### config.mk
export PLATFORM = sky130hd
export DESIGN_NAME = lte_sym_sched
export DESIGN_NICKNAME = d
export VERILOG_FILES = /design/src/rtl/lte_sym_sched.sv
export SDC_FILE = /design/constraint.sdc
export NUM_CORES = 1
export LEC_CHECK = 0
export ABC_AREA = 1
export BUFFER_PORTS_ARGS = -buffer_cell sky130_fd_sc_hd__buf_2
export CAP_MARGIN = 10
export CORE_MARGIN = 1.5
export CORE_UTILIZATION = 49
export DETAILED_ROUTE_END_ITERATION = 12
export GPL_ROUTABILITY_DRIVEN = 0
export GPL_TIMING_DRIVEN = 0
export HOLD_SLACK_MARGIN = 0.06
export PLACE_DENSITY = 0.73
export SYNTH_ARGS = -nofsm -noshare
export SYNTH_HDL_FRONTEND = slang
export SYNTH_SLANG_ARGS = --single-unit
### constraint.sdc
create_clock -name clk -period 5.91 [get_ports clk]
set_input_delay 1.182 -clock clk [delete_from_list [all_inputs] [get_ports clk]]
set_output_delay 1.182 -clock clk [all_outputs]
set_load 0.005 [all_outputs]
### src/rtl/lte_sym_sched.sv
// rtl/lte_sym_sched.sv - LTE symbol/slot timing scheduler ahead of CP removal
module lte_sym_sched #(
    parameter int DATA_NBIT = 15
) (
    input  logic                 clk,
    input  logic                 reset,
    input  logic                 run,
    input  logic [2:0]           cfg_fft_num,
    input  logic                 cfg_cp_type,
    input  logic                 cfg_fft_type,
    input  logic [DATA_NBIT-1:0] din_i,
    input  logic [DATA_NBIT-1:0] din_q,
    input  logic                 din_v,
    input  logic                 din_sync,
    output logic [DATA_NBIT-1:0] sym_i,
    output logic [DATA_NBIT-1:0] sym_q,
    output logic                 sym_v,
    output logic                 sym_h,
    output logic                 sym_s,
    output logic [2:0]           fft_num,
    output logic                 cp_type,
    output logic                 fft_type,
    output logic [2:0]           sym_idx,
    output logic [4:0]           slot_idx,
    output logic                 busy,
    output logic                 cfg_err,
    output logic                 sync_err
);

    typedef enum logic [1:0] {
        S_IDLE,
        S_ALIGN,
        S_RUN
    } state_t;

    state_t      state, state_nxt;
    logic [11:0] samp_cnt, samp_nxt;
    logic [2:0]  sym_cnt, sym_nxt;
    logic [4:0]  slot_cnt, slot_nxt;

    logic        align_hit, sync_bad, restart, active, slot_first, cfg_ok;
    logic [11:0] eff_samp, sym_base, sym_len;
    logic [2:0]  eff_sym, lat_fft;
    logic [4:0]  eff_slot;
    logic        lat_cp, lat_type, sym_end, last_sym;

    // eff_* is the position of the incoming sample after any restart;
    // lat_* is the config in force for it, including a fresh slot latch.
    always_comb begin
        state_nxt  = state;
        samp_nxt   = samp_cnt;
        sym_nxt    = sym_cnt;
        slot_nxt   = slot_cnt;

        align_hit  = (state == S_ALIGN) && run && din_v && din_sync;
        sync_bad   = (state == S_RUN) && din_v && din_sync &&
                     !((samp_cnt == 12'd0) && (sym_cnt == 3'd0));
        restart    = align_hit || sync_bad;
        active     = align_hit || ((state == S_RUN) && din_v);

        eff_samp   = restart ? 12'd0 : samp_cnt;
        eff_sym    = restart ? 3'd0  : sym_cnt;
        eff_slot   = restart ? 5'd0  : slot_cnt;

        slot_first = active && (eff_samp == 12'd0) && (eff_sym == 3'd0);
        cfg_ok     = (cfg_fft_num <= 3'd4);
        lat_fft    = (slot_first && cfg_ok) ? cfg_fft_num : fft_num;
        lat_cp     = slot_first ? cfg_cp_type  : cp_type;
        lat_type   = slot_first ? cfg_fft_type : fft_type;

        // N + CP at 2048 scale; every length divides exactly down to 128
        if (lat_cp)
            sym_base = 12'd2560;
        else if (eff_sym == 3'd0)
            sym_base = 12'd2208;
        else
            sym_base = 12'd2192;
        sym_len  = sym_base >> lat_fft;
        sym_end  = (eff_samp == sym_len - 12'd1);
        last_sym = lat_cp ? (eff_sym == 3'd5) : (eff_sym == 3'd6);

        if (active) begin
            if (sym_end) begin
                samp_nxt = 12'd0;
                if (last_sym) begin
                    sym_nxt  = 3'd0;
                    slot_nxt = (eff_slot == 5'd19) ? 5'd0 : eff_slot + 5'd1;
                end else begin
                    sym_nxt  = eff_sym + 3'd1;
                    slot_nxt = eff_slot;
                end
            end else begin
                samp_nxt = eff_samp + 12'd1;
                sym_nxt  = eff_sym;
                slot_nxt = eff_slot;
            end
        end

        case (state)
            S_IDLE:  if (run) state_nxt = S_ALIGN;
            S_ALIGN: begin
                if (!run)
                    state_nxt = S_IDLE;
                else if (align_hit)
                    state_nxt = S_RUN;
            end
            S_RUN:   if (active && sym_end && last_sym && !run) state_nxt = S_IDLE;
            default: state_nxt = S_IDLE;
        endcase
    end

    always_ff @(posedge clk) begin
        if (reset) begin
            state    <= S_IDLE;
            samp_cnt <= 12'd0;
            sym_cnt  <= 3'd0;
            slot_cnt <= 5'd0;
        end else begin
            state    <= state_nxt;
            samp_cnt <= samp_nxt;
            sym_cnt  <= sym_nxt;
            slot_cnt <= slot_nxt;
        end
    end

    always_ff @(posedge clk) begin
        if (reset) begin
            sym_i    <= '0;
            sym_q    <= '0;
            sym_v    <= 1'b0;
            sym_h    <= 1'b0;
            sym_s    <= 1'b0;
            fft_num  <= 3'd0;
            cp_type  <= 1'b0;
            fft_type <= 1'b0;
            sym_idx  <= 3'd0;
            slot_idx <= 5'd0;
            busy     <= 1'b0;
            cfg_err  <= 1'b0;
            sync_err <= 1'b0;
        end else begin
            sym_v    <= active;
            sym_h    <= active && (eff_samp == 12'd0);
            sym_s    <= slot_first;
            cfg_err  <= slot_first && !cfg_ok;
            sync_err <= sync_bad;
            busy     <= (state != S_IDLE);
            if (active) begin
                sym_i    <= din_i;
                sym_q    <= din_q;
                sym_idx  <= eff_sym;
                slot_idx <= eff_slot;
            end
            if (slot_first) begin
                fft_num  <= lat_fft;
                cp_type  <= lat_cp;
                fft_type <= lat_type;
            end
        end
    end

endmodule

Yosys cells after proc, flatten, opt, wreduce, memory -nomap -nowiden
Cells that the tools add are included.
{"block": "word_totals", "output_inout_bits": 49, "ram_bits": 0, "mem_bits_ro": 0, "regBits": 71, "n_memories": 0, "word_cells": 77, "latchBits": 0}
{"block": "classes", "mux": 19, "bitwise": 0, "multipliers": 0, "div_mod_pow": 0, "addsub": 4, "magnitude_cmp": 1, "n_eq_ne": 9, "n_shift": 1, "reduce_logical": 26}
{"cell": "12-bit zero test", "count": 2}
{"cell": "12-bit two-way mux", "count": 2}
{"cell": "5-bit two-way mux", "count": 4}
{"cell": "1-bit logical AND", "count": 14}
{"cell": "12-bit by 1-bit adder with 12-bit output, second input constant", "count": 1}
{"cell": "12-bit equality test", "count": 1}
{"cell": "3-bit two-way mux", "count": 4}
{"cell": "12-bit by 3-bit right shift with 12-bit output", "count": 1}
{"cell": "12-bit by 1-bit subtractor with 12-bit output, second input constant", "count": 1}
{"cell": "10-bit two-way mux", "count": 1}
{"cell": "2-bit two-way mux", "count": 4}
{"cell": "3-bit equality test, second input constant", "count": 2}
{"cell": "3-bit zero test", "count": 2}
{"cell": "6-bit two-way mux", "count": 1}
{"cell": "2-bit case mux with 3 select lines", "count": 1}
{"cell": "5-bit by 1-bit adder with 5-bit output, second input constant", "count": 1}
{"cell": "5-bit equality test, second input constant", "count": 1}
{"cell": "3-bit by 1-bit adder with 3-bit output, second input constant", "count": 1}
{"cell": "3-bit less-or-equal comparator, second input constant", "count": 1}
{"cell": "1-bit zero test", "count": 3}
{"cell": "3-bit inequality test, second input constant", "count": 1}
{"cell": "3-bit AND reduction", "count": 1}
{"cell": "2-bit by 1-bit equality test with 1-bit output, second input constant", "count": 1}
{"cell": "2-bit equality test, second input constant", "count": 1}
{"cell": "other kinds (6)", "count": 8}

Logic depth before layout (Yosys ltp)
Gate-level depths: netlist (run 1).
{"block": "logic_depth", "depth_word": 19, "depth_mapped": 38, "depth_no_buf": 36}

Worst setup path after synthesis (run 1)
No wires, ideal clock.
{"block": "synth_path", "kind": "input-to-reg", "startpoint": "in din_sync", "endpoint": "reg state[1]", "arrival_time_ps": 4585, "n_path_buf": 2, "setup_ps": 132, "slack_ps": 1193, "path_stages": 34, "cell_sequence": "nand2_1 nor2_1 inv_2 nand2_1 clkbuf_1 nor2_1 inv_1 ha_1 inv_1 nor2_1 nand2_4 nor2_8 nand2_2 nand2_2 nand2_4 inv_4 nand2_1 nor2_1 nand2_1 nand2_1 inv_1 ha_1 nand3b_1 nand3_1 nand2_1 inv_2 nand2_1 nor2_2 nand2_2 nor2_4 buf_6 nand4_1 nand2_1 a21oi_1"}
{"block": "synth_via", "elab_chain_cells": 17}
{"element": "start, declared", "line": "14", "rtl": "input logic din_sync,"}
{"element": "1-bit logical AND (2 in series)", "line": "56", "rtl": "sync_bad = (state == S_RUN) && din_v && din_sync &&"}
{"element": "1-bit logical OR", "line": "58", "rtl": "restart = align_hit || sync_bad;"}
{"element": "12-bit two-way mux", "line": "61", "rtl": "eff_samp = restart ? 12'd0 : samp_cnt;"}
{"element": "12-bit zero test", "line": "65", "rtl": "slot_first = active && (eff_samp == 12'd0) && (eff_sym == 3'd0);"}
{"element": "1-bit logical AND (2 in series)", "line": "65"}
{"element": "1-bit two-way mux or 1-bit logical AND (tied branches)", "line": "68, 67"}
{"element": "10-bit two-way mux or 3-bit two-way mux (tied branches)", "line": "72, 67"}
{"element": "12-bit by 3-bit right shift with 12-bit output", "line": "78", "rtl": "sym_len = sym_base >> lat_fft;"}
{"element": "12-bit by 1-bit subtractor with 12-bit output", "line": "79", "rtl": "sym_end = (eff_samp == sym_len - 12'd1);"}
{"element": "12-bit equality test", "line": "79"}
{"element": "1-bit logical AND (3 in series)", "line": "107", "rtl": "S_RUN: if (active && sym_end && last_sym && !run) state_nxt = S_IDLE;"}
{"element": "2-bit by 1-bit inequality test with 1-bit output (no line)"}
{"element": "3-bit AND reduction (no line) *"}
{"element": "end signal, assigned", "line": "119", "rtl": "state <= state_nxt;"}
{"element": "end, declared", "line": "36", "rtl": "state_t state, state_nxt;"}
Every way passes the cells marked *; elsewhere a longest branch is shown, timed or not.
A chain may end at the register's enable or synchronous reset.

Worst setup path in the final report (run 1)
{"block": "layout_path", "startpoint": "in run", "endpoint": "reg slot_cnt[3]"}
{"block": "layout_via", "elab_chain_cells": 14}
{"element": "start, declared", "line": "7", "rtl": "input logic run,"}
{"element": "1-bit logical AND * (3 in series)", "line": "55", "rtl": "align_hit = (state == S_ALIGN) && run && din_v && din_sync;"}
{"element": "1-bit logical OR", "line": "58"}
{"element": "12-bit two-way mux", "line": "61"}
{"element": "12-bit zero test", "line": "65"}
{"element": "1-bit logical AND (2 in series)", "line": "65"}
{"element": "1-bit two-way mux or 1-bit logical AND (tied branches)", "line": "68, 67"}
{"element": "10-bit two-way mux or 3-bit two-way mux (tied branches)", "line": "72, 67"}
{"element": "12-bit by 3-bit right shift with 12-bit output", "line": "78"}
{"element": "12-bit by 1-bit subtractor with 12-bit output", "line": "79"}
{"element": "12-bit equality test", "line": "79"}
{"element": "5-bit two-way mux", "line": "83", "rtl": "if (sym_end) begin"}
{"element": "end signal, assigned", "line": "122", "rtl": "slot_cnt <= slot_nxt;"}
{"element": "end, declared", "line": "39", "rtl": "logic [4:0] slot_cnt, slot_nxt;"}
Marked as above.

==> flow_metrics.tcl, run 1 <==
set metrics [dict create \
    run_status "finished clean" \
    number_of_global_route_vias_before_repair 3814 \
    drt-pass1-iter-count 5 \
    netlist_top_cells_count "nand2_1, dfxtp_1, nand3_1" \
    setup-tns-final_ps 0 \
    crit_type "in2reg" \
    cts_max_level 3 \
    synth-async-reset-ratio_pct 0 \
    num_vias 4128 \
    post-place-cells 791 \
    path_clk_slew_ps 80 \
    hold_viol_final 0 \
    post-route-min-period_ps 5340 \
    synthesized_netlist_net_count 648 \
    max-clock-path-buffers 2 \
    pwr_density_cell_nw_per_um2 214 \
    worst-path-max-fanout 10 \
    setup-violations-final 0 \
    grt_max_degree 13 \
    num_io_pins 89 \
    coreArea_um2 7810 \
    relSlewSlack_pct 57.4 \
    postCtsResizedCells 0 \
    post_synth_instance_area_um2 3990 \
    synth_top_area_share_pct 35.6 \
    drt-vias-per-instance 5.12 \
    numCtsBuffers 9 \
    antenna_left 0 \
    cp_data_required_time_ps 6190 \
    fin_nets 746 \
    tritoncts_num_sinks 71 \
    fp.dieH_um 93.3 \
    cts.hold.buffers_added 0 \
    yosysSeqAreaShare_pct 35.6 \
    endpoint_kind "register" \
    final_layout_size_suffix_gt1_share_pct 23.8 \
    synth_top_cells_by_area "dfxtp_1, nand2_1, nand3_1" \
    place_hpwl_mm 7.69 \
    route.detailed.wl_per_inst_um 12.6 \
    clock_skew_ps 11.4 \
    preCtsSetupSlack_ps 255 \
    synth.most_common_cell "nand2_1" \
    post_syn_area_per_cell_um2 6.63 \
    maxCapViolCount 0 \
    final-instance-count-excl-fill 807 \
    drc 0 \
    timing.critical_path.slowest_stage_cell "clkbuf_1" \
    crit_path_max_incr_delay_ps 430 \
    maxSlewViolCount 0 \
    rsz0062_at_grt "false" \
    placement.io_buffers 87 \
    fp.dieArea_um2 8700 \
    floorplan.die.width_um 93.3 \
    ctsRootBufferMaster "clkbuf_8" \
    critical_path.startpoint_type "input port" \
    vdd_drop_max_uv 188 \
    layout_setup_ws_ps 575 \
    n_fill_cell 769 \
    worst_slew_pin_slew_ps 632 \
    finalCritPeriodShare_pct 90.3 \
    post-cts-setup-buffers 0 \
    synth_cells 602 \
    synth_ff_type "dfxtp_1" \
    drt_wl_total_mm 10.2 \
    critPathArrivalTime_ps 5620 \
    initial_utilization_pct 51.1 \
    grt_overflow 0 \
    fmaxAchievable_mhz 187 \
    area_growth_pct 19.7 \
    cts_tree "yes" \
    synth_seq_cells 71 \
    share_of_the_core_filled_with_cells_in_the_final_layout_pct 61.2 \
    n_antenna_cell 0 \
    antenna_violations_before_repair 0 \
    first_iter_violations 313 \
    globalRouteTotalUtil_pct 24.5 \
    synth_edf_count 0 \
    hold_path.class "reg2reg" \
    crit_top_cell "nand2_1" \
    power.static_leakage_nw 2.37 \
    clock_latency_ps 350 \
    ys_types 35 \
    synth-warning-count 0 \
    synth_top_cell_by_area "dfxtp_1" \
    floorplan.rows 32 \
    grt_pass1_wl_mm 17.2 \
]
## cell usage in the layout (no fill, tap or decap), types with 4 or more instances in the layout
master / netlist / final
a21oi_1: 7 / 7
nor2_1: 56 / 56
nor3_1: 6 / 6
nor2_4: 4 / 4
xor2_1: 8 / 8
clkbuf_1: 15 / 16
nor2_2: 6 / 6
nand3_1: 71 / 71
inv_2: 11 / 11
inv_1: 61 / 61
dfxtp_1: 71 / 71
clkbuf_8: 0 / 10
ha_1: 6 / 6
nand3_2: 10 / 10
nand4_1: 17 / 17
or2_2: 4 / 4
o21ai_0: 24 / 24
nand2_1: 169 / 169
o21ai_1: 10 / 10
buf_2: 2 / 89
nand2_2: 18 / 18
## logic make-up after synthesis
family          synth area share (%)
simple gates                    44.0
xor+xnor                        1.98
buf+inv                         9.53
compound gates                  6.99
fa+ha+maj                       1.88
flops                           35.6
## through the flow
stage | area (um2) | power (mW) | hold slack, ps
after floorplan | 3990 | 0.563 | 455
after global placement | 4550 | 0.593 | 455
after detailed placement | 4550 | 0.595 | 461
after CTS | 4780 | 1.03 | 471
after global routing | 4780 | 1.06 | 492
final | 4780 | 1.02 | 467
## flip-flops by register name, summed over array words and instances, names as in the netlist, 3 cells and up
register / flops
sym_q: 15
slot_cnt: 5
slot_idx: 5
fft_num: 3
sym_cnt: 3
sym_i: 15
samp_cnt: 12
sym_idx: 3
## metal layers
layer  global-route usage [%]  up-vias  part of all wire (%)
met5                        0        -                     0
met4                     7.95        0                   1.7
met3                     5.85       18                   6.1
met2                     39.7      142                    46
met1                     31.9     1854                    46
li1                         -     2114                     -
## critical path: cells and delay by family
kind | cells | cell delay, ps
fa+ha+maj | 2 | 380
buf+inv | 6 | 1010
compound gates | 2 | 140
simple gates | 23 | 2900
## path summary, 6_finish.rpt
check	start	depth (start not counted)	end	slack (ps)
hold reg to reg	sym_q[9]$_SDFFE_PP0N_	2	sym_q[9]$_SDFFE_PP0N_	470
hold / removal	sym_q[9]$_SDFFE_PP0N_	2	sym_q[9]$_SDFFE_PP0N_	470
setup / recovery	run	33	slot_cnt[3]$_SDFFE_PP0N_	570
setup reg to reg	samp_cnt[10]$_SDFFE_PP0N_	34	slot_cnt[3]$_SDFFE_PP0N_	1050
## cell type report
type	instances	area (um2)	share of cell area [%]
inverter	75	284	5.95
timing repair buffer	87	435	9.11
sequential	71	1420	29.8
clock buffer	11	141	2.96
multi-input combinational	436	2190	45.8
tap	102	128	2.67
clock inverter	5	81.3	1.70
buffer	20	96.3	2.02
## where the power goes
| group | leakage (nW) | internal, mW | switching [mW] |
|---|---|---|---|
| clock network | 0.110 | 0.249 | 0.189 |
| logic | 1.69 | 0.0351 | 0.0621 |
| registers | 0.573 | 0.484 | 0.00308 |
| total | 2.37 | 0.768 | 0.254 |
Power figures use the tool's default switching activity.
==> inputs of run 2 (changes only) <==
--- a/config.mk
+++ b/config.mk
@@ -5,7 +5,6 @@
 export SDC_FILE = /design/constraint.sdc
 export NUM_CORES = 1
 export LEC_CHECK = 0
-export ABC_AREA = 1
 export BUFFER_PORTS_ARGS = -buffer_cell sky130_fd_sc_hd__buf_2
 export CAP_MARGIN = 10
 export CORE_MARGIN = 1.5
==> run 2 against run 1 <==
Utilization down 0.21 points. Total power down 0.14%. Register-to-register slack worse by 770 ps. Non-clock buffer count up 8. Critical path depth down 10. Global-route usage up 1.5 points. Hold slack worse by 14 ps. Final cell count down 6.8%. First-iteration DRC count up 9.9%. Combinational power down 11%. Cell area up 4.9%. Highest routed layer unchanged.
==> flow_metrics.tcl, run 2 <==
set metrics [dict create \
    power.static_leakage_nw 2.02 \
    cts_max_level 3 \
    synth_top_cell_by_area "dfxtp_1" \
    numCtsBuffers 9 \
    finalCritPeriodShare_pct 95.4 \
    fin_nets 688 \
    final_layout_size_suffix_gt1_share_pct 21.8 \
    clock_latency_ps 350 \
    hold_path.class "reg2reg" \
    run_status "finished clean" \
    antenna_left 0 \
    floorplan.die.width_um 95.0 \
    synth-async-reset-ratio_pct 0 \
    setup-violations-final 0 \
    critical_path.startpoint_type "input port" \
    pwr_density_cell_nw_per_um2 204 \
    grt_max_degree 15 \
    num_io_pins 89 \
    route.detailed.wl_per_inst_um 16.3 \
    initial_utilization_pct 50.4 \
    synth-warning-count 0 \
    setup.worst_path.start "run" \
    fp.dieH_um 95.0 \
    max-clock-path-buffers 2 \
    antenna_violations_before_repair 0 \
    regToRegStartpoint "samp_cnt[9]$_SDFFE_PP0N_" \
    num_vias 4543 \
    relSlewSlack_pct 52.5 \
    hold_slack_ps 454 \
    drt_wl_total_mm 12.2 \
    grt_overflow 0 \
    floorplan.rows 33 \
    hold_path_startpoint "sym_q[10]$_SDFFE_PP0N_" \
    worst_slew_pin_slew_ps 707 \
    worst-path-max-fanout 10 \
    multi_input_comb_area_um2 2590 \
    vdd_drop_max_uv 170 \
    synth_cells 545 \
    crit_path_cell_trace "buf_2 -> nand3b_4 -> a21o_2 -> clkbuf_4 -> and2_1 -> inv_1 -> ha_1 -> inv_2 -> a211oi_4 -> buf_4 -> and3_2 -> or2_1 -> buf_2 -> nor3_2 -> o211ai_1 -> ha_1 -> nor3b_1 -> a21oi_1 -> nor4_2 -> o311a_1 -> nand4_4 -> a2111o_1 -> nand3_1" \
    synth_top_cells_by_area "dfxtp_1, nand2_1, a21oi_1" \
    cts.hold.buffers_added 0 \
    cp_data_required_time_ps 6210 \
    grt_pass1_wl_mm 18.5 \
    first_iter_violations 344 \
    crit_type "in2reg" \
    post_synth_instance_area_um2 4140 \
    final_cell_mix "nand2_1, buf_2, dfxtp_1" \
    number_of_global_route_vias_before_repair 3934 \
    layout_commonest_cell "nand2_1" \
    final_design_area_no_fill_um2 5010 \
    synth_top_area_share_pct 34.3 \
    post-route-min-period_ps 5640 \
    synth_ff_type "dfxtp_1" \
    maxCapViolCount 0 \
    drc 0 \
    critPathArrivalTime_ps 5940 \
    post-place-cells 736 \
    crit_path_max_incr_delay_ps 430 \
    drt-vias-per-instance 6.04 \
    placedInstanceArea_um2 4710 \
    globalRouteTotalUtil_pct 26.0 \
    biggestRegsByFlops "sym_i: 15 flops, sym_q: 15 flops, samp_cnt: 12 flops" \
    synth.most_common_cell "nand2_1" \
    n_antenna_cell 0 \
    n_fill_cell 779 \
    path_clk_slew_ps 90 \
    drt-pass1-iter-count 5 \
    place_hpwl_mm 8.96 \
    fmaxAchievable_mhz 177 \
    setup-tns-final_ps 0 \
    final-instance-count-excl-fill 752 \
    yosysSeqAreaShare_pct 34.3 \
    clock_skew_ps 11.4 \
    synth_edf_count 0 \
    timing.critical_path.slowest_stage_cell "a2111o_1" \
    maxSlewViolCount 0 \
    coreArea_um2 8220 \
    ys_types 78 \
    area_growth_pct 20.9 \
    netlist_top_cells_count "nand2_1, dfxtp_1, a21oi_1" \
    tritoncts_num_sinks 71 \
    hold_viol_final 0 \
    ctsRootBufferMaster "clkbuf_8" \
    synth_seq_cells 71 \
    register_area_um2 1420 \
    post_syn_area_per_cell_um2 7.60 \
    synthesized_netlist_net_count 591 \
    post-layout-total-power_mw 1.02 \
    fp.dieArea_um2 9020 \
    endpoint_kind "register" \
    cts_tree "yes" \
    placement.io_buffers 86 \
]
## run 2: cell types whose count changed after synthesis, sizes merged, moves of 7 or more
cell / previous run / this run
a21oi: 7 / 56
nand2: 190 / 106
xnor2: 1 / 9
and3: 0 / 7
nor3: 6 / 17
nand4: 17 / 5
nand3: 82 / 23
inv: 73 / 18
nand2b: 0 / 9
nor2: 67 / 39
## run 2: final cells by class
type,instances,area share [%]
Multi-Input combinational cell,427,51.8
Tap cell,105,2.62
Buffer,27,2.37
Clock inverter,7,2.10
Clock buffer,9,2.47
Inverter,18,1.35
Timing Repair Buffer,88,8.89
Sequential cell,71,28.4
## run 2: cells by family after synthesis
logic type                 after synthesis  share of synthesized area, %
muxes                                    4                         0.966
xor gates and xnor gates                11                          2.33
DFF                                     71                          34.3
buffers and inverters                   47                          4.56
and+or+nand+nor                        241                          28.7
adders and majority gates                6                          1.81
AOI/OAI and AO/OA                      165                          27.4
## run 2: worst paths after layout
| check | end | slack (ps) | depth (start not counted) |
|---|---|---|---|
| worst max-delay path | slot_cnt[2]$_SDFFE_PP0N_ | 270 | 23 |
| worst min-delay path | sym_q[10]$_SDFFE_PP0N_ | 450 | 2 |
| worst max register to register | slot_cnt[2]$_SDFFE_PP0N_ | 280 | 24 |
| worst min register to register | sym_q[10]$_SDFFE_PP0N_ | 450 | 2 |
## run 2: layer usage
layer / share of wire (%) / wire, um / track usage, % / vias to the layer above
met4: 1.8 / 218 / 8.71 / 0
met2: 47 / 5780 / 41.5 / 209
met5: 0 / 0 / 0 / -
li1: - / - / - / 2169
met1: 44 / 5370 / 34.7 / 2139
met3: 7.0 / 854 / 5.56 / 26
## run 2: where the power goes
group	switching [mW]	internal [mW]
Sequential	0.00383	0.483
Combinational	0.0536	0.0328
Clock	0.204	0.243
## run 2: stage by stage
| stage | setup slack (ps) | utilization (%) |
|---|---|---|
| finish | 270 | 61.0 |
| floorplan | 372 | - |
| global placement | -622 | 57.3 |
| detailed placement | -703 | 57.3 |
| CTS | 22.7 | 60.3 |
| global route | -31.0 | 61.0 |
## run 2: critical path, delay by kind of cell
kind	cells	cell delay (ps)
adders and majority gates	2	520
buffers and inverters	6	910
AOI/OAI and AO/OA	6	1650
and+or+nand+nor	9	1680
## run 2: timing repair
item,in CTS,in global routing
buffers inserted,0,2
cloned,0,0
resized for setup,5,14
pin swaps,0,5
endpoints found under the setup margin,21,21
